===== src/rtl/adder_arbiter_if.sv =====
// Request/response bundle for adder_arbiter: N_REQ packed operand pairs in, one registered sum out.
// ADDER_ARBITER_OVF_EN adds the registered signed-overflow flag.
interface adder_arbiter_if #(
    parameter int N_REQ  = 3,
    parameter int DATA_W = 32
);
    localparam int ID_W = $clog2(N_REQ);

    logic [N_REQ-1:0]        req_valid;
    logic [N_REQ-1:0]        req_ready;
    logic [N_REQ*DATA_W-1:0] req_A;
    logic [N_REQ*DATA_W-1:0] req_B;
    logic                    rsp_valid;
    logic [ID_W-1:0]         rsp_id;
    logic [DATA_W-1:0]       rsp_S;
    logic                    rsp_ready;
`ifdef ADDER_ARBITER_OVF_EN
    logic                    ovf;
`endif

    modport master (
        output req_valid, req_A, req_B, rsp_ready,
        input  req_ready, rsp_valid, rsp_id, rsp_S
`ifdef ADDER_ARBITER_OVF_EN
        , input ovf
`endif
    );

    modport slave (
        input  req_valid, req_A, req_B, rsp_ready,
        output req_ready, rsp_valid, rsp_id, rsp_S
`ifdef ADDER_ARBITER_OVF_EN
        , output ovf
`endif
    );
endinterface


===== src/rtl/adder_arbiter.sv =====
// Round-robin arbiter sharing one DATA_W adder among N_REQ requesters; registered sum + winner id.
// ADDER_ARBITER_OVF_EN enables the registered signed-overflow output.
module adder_arbiter #(
    parameter int N_REQ  = 3,
    parameter int DATA_W = 32
) (
    input  logic            i_clk,
    input  logic            i_rst,
    adder_arbiter_if.slave  bus
);
    localparam int ID_W = $clog2(N_REQ);

    typedef enum logic {IDLE, HOLD} state_t;

    state_t            state, state_next;
    logic [ID_W-1:0]   rr_ptr;
    logic [ID_W-1:0]   grant_idx;
    logic              found;
    logic              accept;
    int unsigned       cand;
    logic [DATA_W-1:0] a_sel, b_sel, sum;
    logic [DATA_W-1:0] rsp_S_q;
    logic [ID_W-1:0]   rsp_id_q;
`ifdef ADDER_ARBITER_OVF_EN
    logic              ovf_q;
`endif

    // First valid requester after rr_ptr, wrapping modulo N_REQ.
    always_comb begin
        found     = 1'b0;
        grant_idx = '0;
        cand      = 0;
        for (int unsigned off = 1; off <= N_REQ; off++) begin
            cand = (32'(rr_ptr) + off) % N_REQ;
            if (!found && bus.req_valid[ID_W'(cand)]) begin
                found     = 1'b1;
                grant_idx = ID_W'(cand);
            end
        end
    end

    // Reset gates accept so req_ready stays low while i_rst is asserted.
    always_comb begin
        accept = found && ((state == IDLE) || bus.rsp_ready) && !i_rst;
    end

    always_comb begin
        a_sel = bus.req_A[int'(grant_idx)*DATA_W +: DATA_W];
        b_sel = bus.req_B[int'(grant_idx)*DATA_W +: DATA_W];
        sum   = a_sel + b_sel;
    end

    always_ff @(posedge i_clk or posedge i_rst) begin
        if (i_rst) state <= IDLE;
        else       state <= state_next;
    end

    always_comb begin
        state_next = state;
        case (state)
            IDLE:    if (accept) state_next = HOLD;
            HOLD:    if (!accept && bus.rsp_ready) state_next = IDLE;
            default: state_next = IDLE;
        endcase
    end

    always_comb begin
        bus.req_ready = '0;
        if (accept) bus.req_ready[grant_idx] = 1'b1;
        bus.rsp_valid = (state == HOLD);
        bus.rsp_S     = rsp_S_q;
        bus.rsp_id    = rsp_id_q;
`ifdef ADDER_ARBITER_OVF_EN
        bus.ovf       = ovf_q;
`endif
    end

    always_ff @(posedge i_clk or posedge i_rst) begin
        if (i_rst) begin
            rsp_S_q  <= '0;
            rsp_id_q <= '0;
            rr_ptr   <= ID_W'(N_REQ - 1);
`ifdef ADDER_ARBITER_OVF_EN
            ovf_q    <= 1'b0;
`endif
        end else if (accept) begin
            rsp_S_q  <= sum;
            rsp_id_q <= grant_idx;
            rr_ptr   <= grant_idx;
`ifdef ADDER_ARBITER_OVF_EN
            ovf_q    <= (a_sel[DATA_W-1] == b_sel[DATA_W-1]) && (sum[DATA_W-1] != a_sel[DATA_W-1]);
`endif
        end
    end
endmodule

===== src/flat_wrapper.sv =====
// flat-port wrapper written by rule: the top's interface ports become plain ports
module adder_arbiter_flat 
#(
    parameter int N_REQ  = 3,
    parameter int DATA_W = 32
)
  (i_clk, i_rst, bus_req_valid, bus_req_A, bus_req_B, bus_rsp_ready, bus_req_ready, bus_rsp_valid, bus_rsp_id, bus_rsp_S);
  adder_arbiter_if #(.N_REQ(N_REQ), .DATA_W(DATA_W)) bus_i ();
  input  logic i_clk;
  input  logic i_rst;
  input wire logic [$bits(bus_i.req_valid)-1:0] bus_req_valid;
  input wire logic [$bits(bus_i.req_A)-1:0] bus_req_A;
  input wire logic [$bits(bus_i.req_B)-1:0] bus_req_B;
  input wire logic [$bits(bus_i.rsp_ready)-1:0] bus_rsp_ready;
  output wire logic [$bits(bus_i.req_ready)-1:0] bus_req_ready;
  output wire logic [$bits(bus_i.rsp_valid)-1:0] bus_rsp_valid;
  output wire logic [$bits(bus_i.rsp_id)-1:0] bus_rsp_id;
  output wire logic [$bits(bus_i.rsp_S)-1:0] bus_rsp_S;
  assign bus_i.req_valid = bus_req_valid;
  assign bus_i.req_A = bus_req_A;
  assign bus_i.req_B = bus_req_B;
  assign bus_i.rsp_ready = bus_rsp_ready;
  assign bus_req_ready = bus_i.req_ready;
  assign bus_rsp_valid = bus_i.rsp_valid;
  assign bus_rsp_id = bus_i.rsp_id;
  assign bus_rsp_S = bus_i.rsp_S;
  adder_arbiter #(.N_REQ(N_REQ), .DATA_W(DATA_W)) u_core (.i_clk(i_clk), .i_rst(i_rst), .bus(bus_i));
endmodule

===== config.mk =====
export PLATFORM = sky130hd
export DESIGN_NAME = adder_arbiter_flat
export DESIGN_NICKNAME = d
export VERILOG_FILES = /design/src/rtl/adder_arbiter_if.sv /design/src/rtl/adder_arbiter.sv /design/src/flat_wrapper.sv
export SDC_FILE = /design/constraint.sdc
export NUM_CORES = 1
export LEC_CHECK = 0
export ABC_CLOCK_PERIOD_IN_PS = 5900
export CORE_MARGIN = 2
export CORE_UTILIZATION = 35
export CTS_BUF_LIST = sky130_fd_sc_hd__clkbuf_16
export DETAILED_ROUTE_END_ITERATION = 8
export PLACE_DENSITY = 0.84
export SYNTH_ARGS = -nofsm -noshare
export SYNTH_HDL_FRONTEND = slang
export SYNTH_SLANG_ARGS = --single-unit

===== constraint.sdc =====
create_clock -name i_clk -period 5.9 [get_ports i_clk]
set_input_delay 1.77 -clock i_clk [delete_from_list [all_inputs] [get_ports i_clk]]
set_output_delay 1.77 -clock i_clk [all_outputs]
set_load 0.02 [all_outputs]

==> qor.yml, run 1 <==
outcome:
  status: "complete, no violations"
yosys:
  synth_top_area_cell: "dfrtp_1"
  synth.top_cell.area_share_pct: 19.1
  async_flop_share_pct: 100
  syn-cell-area_um2: 4590
  synthCells: 601
  synth.area.top_cells: "dfrtp_1 (19%), mux2i_1 (14%), o21ai_0 (12%)"
  syn-num-nets: 835
  yosys_most_used_dff: "dfrtp_1"
  synth_edf_count: 0
  synth-seq-area-share_pct: 19.6
  synth-seq-cells: 36
  yosysWarnings: 0
  synth_area_per_cell_um2: 7.64
  synth_cell_types: 63
route:
  met1_length_um: 6760
  drtIter0Drc: 300
  routed.top_layer: "met4"
  wl_per_cell_um: 15.3
  postRouteWirelength_um: 16100
  wl_met2_um: 8020
  vias: 5426
  dr.pass1.iters: 4
  viasPerCell: 5.17
  drc: 0
  drtAntennaViolNets: 0
  dr_wl_met3_um: 1010
worst_setup_path:
  worstPathCellList: "clkdlybuf4s50_1, mux2i_1, o21ai_1, nand4bb_4, and2_4, buf_12, nor3_1, clkdlybuf4s50_1"
  crit_family: "buffers and inverters"
  slowest_delay_ps: 620
  start_kind: "input port"
  end_kind: "output pin"
  critPathBufInv: 3
  critPathRequiredTime_ps: 4130
  slowest_stage: "clkdlybuf4s50_1"
  rrSetupSlack_ps: 1230
  crit_type: "input port to output pin"
  cpMostUsedCell: "clkdlybuf4s50_1"
  arrival_ps: 3960
  worst-path-max-fanout: 20
clock_network:
  cts.clk_slew.worst_paths_ps: 50
  cts_made_buffers: 5
  cts.sinks: 36
  cts_buffer_depth: 2
  postCtsHoldBufs: 0
  clk_latency_ps: 280
  cts_tree: "done"
  cts-root-buf: "clkbuf_16"
  h-tree-depth: 2
cells_and_area:
  nFillCells: 1153
  antenna_cells: 0
  drive_above_1_share_pct: 12.6
  area_delta_synth_final_pct: 68.4
  finalNetCount: 1111
floorplan:
  die-area_um2: 14100
  coreArea_um2: 12700
  die_h_um: 119
  start_util_pct: 36.1
  row_count: 41
  io_pins: 236
  die_x_um: 119
placed_design:
  port_buffers: 235
  gp_congestion: 0.931
  hpwl_um: 13200
job:
  maxCapViolations: 0
global_routing:
  grt.total_usage_pct: 22.2
  grt_overflow: 0
  grt_pass1_vias: 5546
  grt_max_degree: 63
  grt_antenna_before_repair: 0
  grt_pass1_wl_um: 26000
sta:
  relSlewSlack_pct: 61.7
  setup-violations-final: 0
  finalCriticalPeriod_ps: 5730
  hold_viol: 0
  finClkSkew_ps: 5.05
  tightest_slew_ps: 560
  finalMaxSlewViolations: 0
  whs_ps: 478
  fmax_mhz: 174
  post-route-period-util_pct: 97.2
min_path:
  holdCritPathClass: "flop to flop"
==> final timing paths <==
kind,from,end,cells past startpoint
setup / recovery,bus_req_valid[0],bus_req_ready[1],8
min in group asynchronous,i_rst,u_core.bus.rsp_valid,3
hold / removal,u_core.bus.rsp_S[0],u_core.bus.rsp_S[0],2
max in group asynchronous,i_rst,u_core.rr_ptr[1],3
setup reg to reg,u_core.bus.rsp_id[0],u_core.bus.rsp_S[29],20
hold reg to reg,u_core.bus.rsp_S[0],u_core.bus.rsp_S[0],2
==> cells in the mapped netlist (8+ instances only) <==
cell	number
o21ai_0	111
ha_1	35
inv_1	16
buf_2	12
clkbuf_1	16
mux2i_1	65
xor2_1	13
nor2_1	8
a21o_1	9
nand2_1	118
a21oi_1	23
nand2b_1	8
xnor2_1	13
dfrtp_1	35
==> flip-flops by register name, summed over array words and instances (netlist names) <==
signal and flops:
u_core.bus.rsp_id 2, u_core.rr_ptr 1, u_core.bus.rsp_S 32, u_core.bus.rsp_valid 1
==> layer usage <==
layer,GRT usage (%),vias up
li1,-,2719
met1,27.7,2488
met2,40.5,197
met3,3.23,22
met4,4.54,0
met5,0,-
==> cells by family (layout without fill, tap and decap cells) <==
family | Yosys count | after routing | synth area share, %
AOI/OAI and AO/OA | 204 | 204 | 27.9
xor gates and xnor gates | 26 | 26 | 4.96
adders and majority gates | 36 | 36 | 9.97
buffers and inverters | 54 | 330 | 5.50
DFF | 36 | 36 | 19.6
muxes | 66 | 66 | 14.4
and+or+nand+nor | 179 | 180 | 17.7
==> cells in the final DEF (no fill, tap or decap), types with 7 or more instances in the layout <==
cell type / Yosys / final
xnor2_1: 13 / 13
a21o_1: 9 / 9
a21oi_1: 23 / 22
ha_1: 35 / 33
o21ai_1: 6 / 9
clkdlybuf4s50_1: 0 / 233
o21ai_0: 111 / 107
buf_4: 7 / 68
xor2_1: 13 / 13
nor2_1: 8 / 8
mux2i_1: 65 / 65
dfrtp_1: 35 / 35
nand2b_1: 8 / 7
nand2_1: 118 / 118
inv_1: 16 / 15
nand3_1: 7 / 7
==> what timing repair did <==
item                                    4_1_cts  5_1_grt
cloned                                        0        1
endpoints found under the setup margin        1       12
pin swaps                                     0        6
endpoints found under the hold margin         0        0
gates resized for setup                       1       17
buffers inserted                              0        5
==> worst reg2reg max path: stages (launching register included) <==
cell and delay [ps]:
dfrtp_1 420, inv_1 80, ha_1 410, mux2i_1 180, o21a_1 190, a31oi_2 240, and2_4 260, buf_12 180
buf_4 160, mux2i_1 180, o21ai_0 110, ha_2 390, nand2_1 90, buf_4 150, a2111oi_4 410, nand2_2 120
a21oi_2 180, o2111ai_2 170, a311oi_2 340, o21a_1 200, o31ai_2 60
==> stage by stage <==
step / cells / util (%) / TNS (ps) / setup slack, ps / instance area (um^2)
global route: 1050 / 60.8 / -50.8 / -37.6 / 7740
detailed placement: 1036 / 58.9 / -688 / -202 / 7500
finish: 1050 / 60.8 / 0 / 168 / 7740
global placement: 1036 / 58.9 / -54.6 / -54.6 / 7500
CTS: 1044 / 60.0 / 0 / 64.0 / 7630
floorplan: 601 / - / 0 / 214 / 4590
==> layout make-up <==
| type | instances | area, um^2 | area share (%) |
|---|---|---|---|
| Tap cell | 172 | 215 | 2.78 |
| Clock inverter | 3 | 13.8 | 0.178 |
| Timing Repair Buffer | 306 | 2920 | 37.7 |
| Sequential cell | 36 | 902 | 11.7 |
| Inverter | 16 | 60.1 | 0.776 |
| Multi-Input combinational cell | 512 | 3510 | 45.3 |
| Clock buffer | 5 | 125 | 1.62 |
Power of run 1 is not shown: default switching activity piles up to over one toggle a cycle in this logic, so the estimate is an artifact.
==> inputs of run 2 (changes only) <==
--- a/config.mk
+++ b/config.mk
@@ -5,12 +5,13 @@
 export SDC_FILE = /design/constraint.sdc
 export NUM_CORES = 1
 export LEC_CHECK = 0
-export ABC_CLOCK_PERIOD_IN_PS = 5900
 export CORE_MARGIN = 2
 export CORE_UTILIZATION = 35
 export CTS_BUF_LIST = sky130_fd_sc_hd__clkbuf_16
 export DETAILED_ROUTE_END_ITERATION = 8
-export PLACE_DENSITY = 0.84
+export DONT_BUFFER_PORTS = 1
+export GPL_TIMING_DRIVEN = 0
+export PLACE_DENSITY = 0.61
 export SYNTH_ARGS = -nofsm -noshare
 export SYNTH_HDL_FRONTEND = slang
 export SYNTH_SLANG_ARGS = --single-unit
==> qor.yml, run 2 (synthesis gave the netlist of run 1 again) <==
sta:
  post-route-period-util_pct: 96.1  # was 97.2%
  finClkSkew_ps: 5.49  # was 5.05 ps
  fmax_mhz: 176  # was 174 MHz
  finalCriticalPeriod_ps: 5670  # was 5730 ps
  fin_tns_setup_ps: 0  # unchanged
  setup-violations-final: 0  # unchanged
  relSlewSlack_pct: 54.3  # was 61.7%
  finalMaxSlewViolations: 0  # unchanged
  tightest_slew_ps: 686  # was 560 ps
  hold_viol: 0  # unchanged
floorplan:
  coreArea_um2: 12700  # unchanged
  io_pins: 236  # unchanged
  die_h_um: 119  # unchanged
  start_util_pct: 36.1  # unchanged
  die_x_um: 119  # unchanged
  die-area_um2: 14100  # unchanged
  row_count: 41  # unchanged
job:
  maxCapViolations: 0  # unchanged
route:
  wl_per_cell_um: 19.8  # was 15.3 um
  drc: 0  # unchanged
  drtIter0Drc: 386  # was 300
  dr.pass1.iters: 5  # was 4
  drtAntennaViolNets: 0  # unchanged
  postRouteWirelength_um: 15500  # was 16,100 um
  vias: 4567  # was 5,426
  viasPerCell: 5.83  # was 5.17
cells_and_area:
  largest_reg_flops: 32  # unchanged
  multiInputGateArea_um2: 3480  # was 3510 um^2
  area_delta_synth_final_pct: 9.12  # was 68.4%
  antenna_cells: 0  # unchanged
  drive_above_1_share_pct: 9.82  # was 12.6%
  mostFrequentLayoutCells: "nand2_1 (118), o21ai_0 (109), mux2i_1 (65), dfrtp_1 (35), ha_1 (34)"  # was clkdlybuf4s50_1 (233), nand2_1 (118), o21ai_0 (107), buf_4 (68), mux2i_1 (65)
  finalNetCount: 845  # was 1,111
  mostFrequentLayoutCell: "nand2_1"  # was clkdlybuf4s50_1
  final_area_um2: 5010  # was 7740 um^2
  nFillCells: 1364  # was 1,153
  seq_area_um2: 902  # unchanged
placed_design:
  hpwl_um: 12500  # was 13,200 um
  dpl_cell_area_um2: 4810  # was 7500 um^2
  port_buffers: 0  # was 235
  gp_congestion: 0.874  # was 0.931
global_routing:
  grt_overflow: 0  # unchanged
  gr-usage-met1_pct: 27.5  # was 27.7%
  grt-busiest-layer: "met2"  # unchanged
  grt_max_degree: 38  # was 63
  grt.met2_usage_pct: 34.9  # was 40.5%
  grt_use_met3_pct: 4.92  # was 3.23%
  grt_pass1_wl_um: 23500  # was 26,000 um
  grt.total_usage_pct: 21.0  # was 22.2%
  grt_pass1_vias: 4308  # was 5,546
  grt_antenna_before_repair: 0  # unchanged
clock_network:
  cts.sinks: 36  # unchanged
  clk_latency_ps: 280  # about the same
  cts.clk_slew.worst_paths_ps: 50  # about the same
  cts_buffer_depth: 2  # unchanged
  cts_tree: "done"  # unchanged
  cts_made_buffers: 5  # unchanged
  h-tree-depth: 2  # unchanged
  cts-root-buf: "clkbuf_16"  # unchanged
worst_setup_path:
  worst-path-max-fanout: 10  # was 20
  critPathRequiredTime_ps: 4130  # about the same
  crit_type: "input port to output pin"  # unchanged
  reg2reg_depth: 21  # was 20
  end_kind: "output pin"  # unchanged
  rrSetupSlack_ps: 730  # was 1230 ps
  start_kind: "input port"  # unchanged
  arrival_ps: 3900  # was 3960 ps
min_path:
  holdPathStages: 2  # unchanged
  holdCritPathClass: "flop to flop"  # unchanged
outcome:
  status: "complete, no violations"  # unchanged
run 2: critical path, cell delays in order:
cell	delay (ps)
mux2i_1	190
o21ai_1	120
o31ai_1	370
nand2b_1	160
clkbuf_1	410
clkbuf_1	590
nor3_1	280
run 2: repair_timing:
item / in CTS / in global routing
pin swaps: 0 / 2
setup buffers: 0 / 3
resized for setup: 3 / 14
hold buffers: 0 / 0
setup endpoints to repair: 5 / 16
run 2: layer usage:
layer	vias to the layer above	part of all wire, %
met3	12	7.8
li1	2184	-
met4	0	1.4
met5	-	0
met1	2143	44
met2	228	47
run 2: worst paths after layout:
kind | startpoint | to
worst max-delay path | bus_req_valid[1] | bus_req_ready[1]
worst min-delay path | u_core.rr_ptr[1] | u_core.rr_ptr[1]
worst max register to register | u_core.bus.rsp_id[0] | u_core.bus.rsp_S[31]
worst min register to register | u_core.rr_ptr[1] | u_core.rr_ptr[1]
max in group asynchronous | i_rst | u_core.rr_ptr[1]
min in group asynchronous | i_rst | u_core.bus.rsp_S[6]
run 2: per-stage QoR:
| step | hold WS (ps) | utilization [%] | cells | worst slack [ps] |
|---|---|---|---|---|
| final | 572 | 39.4 | 783 | 228 |
| after global routing | 614 | 39.4 | 783 | -12.5 |
| after CTS | 569 | 38.9 | 780 | 10.1 |
| after detailed placement | 560 | 37.8 | 773 | -344 |
| after global placement | 541 | 37.8 | 773 | -626 |
| after floorplan | 521 | - | 601 | 214 |
run 2: area by class of cell:
cell class	count	share of cell area (%)
sequential	36	18.0
inverter	16	1.25
clock buffer	5	2.50
clock inverter	2	0.150
tap	172	4.29
multi-input combinational	511	69.5
buffer	38	3.92
timing repair buffer	3	0.449
Power of run 2 is left out for the same reason.
==> inputs of run 3 (changes only) <==
--- a/config.mk
+++ b/config.mk
@@ -6,12 +6,13 @@
 export NUM_CORES = 1
 export LEC_CHECK = 0
 export CORE_MARGIN = 2
-export CORE_UTILIZATION = 35
+export CORE_UTILIZATION = 40
 export CTS_BUF_LIST = sky130_fd_sc_hd__clkbuf_16
 export DETAILED_ROUTE_END_ITERATION = 8
 export DONT_BUFFER_PORTS = 1
 export GPL_TIMING_DRIVEN = 0
-export PLACE_DENSITY = 0.61
+export PLACE_DENSITY = 0.66
 export SYNTH_ARGS = -nofsm -noshare
 export SYNTH_HDL_FRONTEND = slang
 export SYNTH_SLANG_ARGS = --single-unit
+export TNS_END_PERCENT = 5
==> qor.yml, run 3 (synthesis gave the netlist of run 1 again) <==
floorplan:
  coreArea_um2: 11300  # was 12,700 um^2
  io_pins: 236  # unchanged
  start_util_pct: 40.6  # was 36.1%
  die_x_um: 111  # was 119 um
  row_count: 39  # was 41
  die-area_um2: 12400  # was 14,100 um^2
  die_h_um: 111  # was 119 um
worst_setup_path:
  crit_type: "input port to flop"  # was input port to output pin
  end_kind: "flop"  # was output pin
  start_kind: "input port"  # unchanged
  arrival_ps: 5780  # was 3900 ps
  critPathRequiredTime_ps: 6100  # was 4130 ps
  rrSetupSlack_ps: 720  # was 730 ps
  worst-path-max-fanout: 10  # unchanged
  worstPathCellList: "mux2i_1, o21ai_1, nand4bb_1, and2_1, buf_2, buf_6, buf_4, mux2i_1, o21ai_1, ha_1, inv_1, fa_1, nor2b_1, o31ai_2, o22ai_2, a21oi_2, o211ai_2, a21oi_2, or4_1, a31oi_1"  # was mux2i_1, o21ai_1, o31ai_1, nand2b_1, clkbuf_1, clkbuf_1, nor3_1
  critPathBufInv: 4  # was 2
  slowest_stage: "or4_1"  # was clkbuf_1
  crit_family: "compound AO/OA/AOI/OAI gates"  # was buffers and inverters
  slowest_delay_ps: 500  # was 590 ps
route:
  dr.pass1.iters: 5  # unchanged
  drtIter0Drc: 163  # was 386
  postRouteWirelength_um: 14600  # was 15,500 um
  vias: 4419  # was 4,567
  viasPerCell: 5.85  # was 5.83
  drc: 0  # unchanged
  wl_per_cell_um: 19.3  # was 19.8 um
  drtAntennaViolNets: 0  # unchanged
clock_network:
  cts.sinks: 36  # unchanged
  cts_tree: "done"  # unchanged
  postCtsHoldBufs: 0  # unchanged
  cts-root-buf: "clkbuf_16"  # unchanged
  cts_buffer_depth: 2  # unchanged
  cts.clk_slew.worst_paths_ps: 60  # was 50 ps
  h-tree-depth: 2  # unchanged
  cts_made_buffers: 5  # unchanged
  clk_latency_ps: 280  # about the same
placed_design:
  dp.cells: 744  # was 773
  port_buffers: 0  # unchanged
  pre_cts_ws_ps: -230  # was -344 ps
  hpwl_um: 11900  # was 12,500 um
  gp_congestion: 0.910  # was 0.874
global_routing:
  grt_pass1_vias: 4338  # was 4,308
  grt_max_degree: 38  # unchanged
  grt.total_usage_pct: 22.5  # was 21.0%
  grt_overflow: 0  # unchanged
  grt_antenna_before_repair: 0  # unchanged
  grt_pass1_wl_um: 22500  # was 23,500 um
cells_and_area:
  mostFrequentLayoutCells: "nand2_1 (118), o21ai_0 (110), mux2i_1 (65), ha_1 (35), dfrtp_1 (35)"  # was nand2_1 (118), o21ai_0 (109), mux2i_1 (65), dfrtp_1 (35), ha_1 (34)
  drive_above_1_share_pct: 9.31  # was 9.82%
  multiInputGateArea_um2: 3460  # was 3480 um^2
  area_delta_synth_final_pct: 8.03  # was 9.12%
  largest_reg_flops: 32  # unchanged
  seq_area_um2: 902  # unchanged
  nFillCells: 1178  # was 1,364
  mostFrequentLayoutCell: "nand2_1"  # unchanged
  antenna_cells: 0  # unchanged
  finalNonFillerCells: 755  # was 783
  finalNetCount: 845  # unchanged
sta:
  fmax_mhz: 179  # was 176 MHz
  finClkSkew_ps: 4.08  # was 5.49 ps
  post-route-period-util_pct: 94.7  # was 96.1%
  relSlewSlack_pct: 55.2  # was 54.3%
  timing.final.ws_setup_ps: 314  # was 228 ps
  tightest_slew_ps: 670  # was 686 ps
  finalCriticalPeriod_ps: 5590  # was 5670 ps
  finalMaxSlewViolations: 0  # unchanged
  hold_viol: 0  # unchanged
  setup-violations-final: 0  # unchanged
  rsz0062_at_grt: "false"
min_path:
  holdCritPathClass: "flop to flop"  # unchanged
job:
  maxCapViolations: 0  # unchanged
outcome:
  status: "complete, no violations"  # unchanged
==> run 3: path summary, 6_finish.rpt <==
check                                     startpoint                   end  depth (start not counted)
worst max-delay path                bus_req_valid[1]  u_core.bus.rsp_S[30]                         20
worst min-delay path                u_core.rr_ptr[1]      u_core.rr_ptr[1]                          2
worst max register to register  u_core.bus.rsp_id[0]  u_core.bus.rsp_S[30]                         22
worst min register to register      u_core.rr_ptr[1]      u_core.rr_ptr[1]                          2
max in group asynchronous                      i_rst      u_core.rr_ptr[1]                          1
min in group asynchronous                      i_rst  u_core.bus.rsp_id[0]                          1
==> run 3: worst min-delay path, cell delays in order, from the launching register on <==
cell	delay [ps]
dfstp_2	380
inv_1	80
o21ai_0	90
==> run 3: per-layer routing <==
layer / vias up / wire length, um / global-route usage (%)
li1: 2185 / - / -
met1: 2051 / 6280 / 29.0
met2: 174 / 7240 / 39.7
met3: 9 / 952 / 3.88
met4: 0 / 125 / 4.53
met5: - / 0 / 0
==> run 3: repair_timing <==
| item | in CTS | in global routing |
|---|---|---|
| pin swaps | 0 | 1 |
| resized for setup | 1 | 13 |
| gates cloned | 0 | 0 |
| buffers inserted | 0 | 3 |
| endpoints found under the setup margin | 1 | 11 |
==> run 3: through the flow <==
| stage | hold slack, ps | setup TNS, ps | util, % | instance area (um^2) |
|---|---|---|---|---|
| after floorplan | 521 | 0 | - | 4590 |
| after global placement | 539 | -1640 | 42.2 | 4770 |
| after detailed placement | 564 | -828 | 42.2 | 4770 |
| after CTS | 577 | 0 | 43.4 | 4910 |
| after global routing | 592 | 0 | 43.8 | 4960 |
| final | 565 | 0 | 43.8 | 4960 |
==> run 3: cell type report <==
cell class              count  share of cell area, %
multi-input cells         511                   69.7
flip-flops and latches     36                   18.2
plain buffers              38                   4.03
well taps                 143                   3.60
clock buffers               5                   2.52
inverters                  16                   1.26
repair buffers              3                  0.454
clock inverters             3                  0.227
Power of run 3 is left out for the same reason.
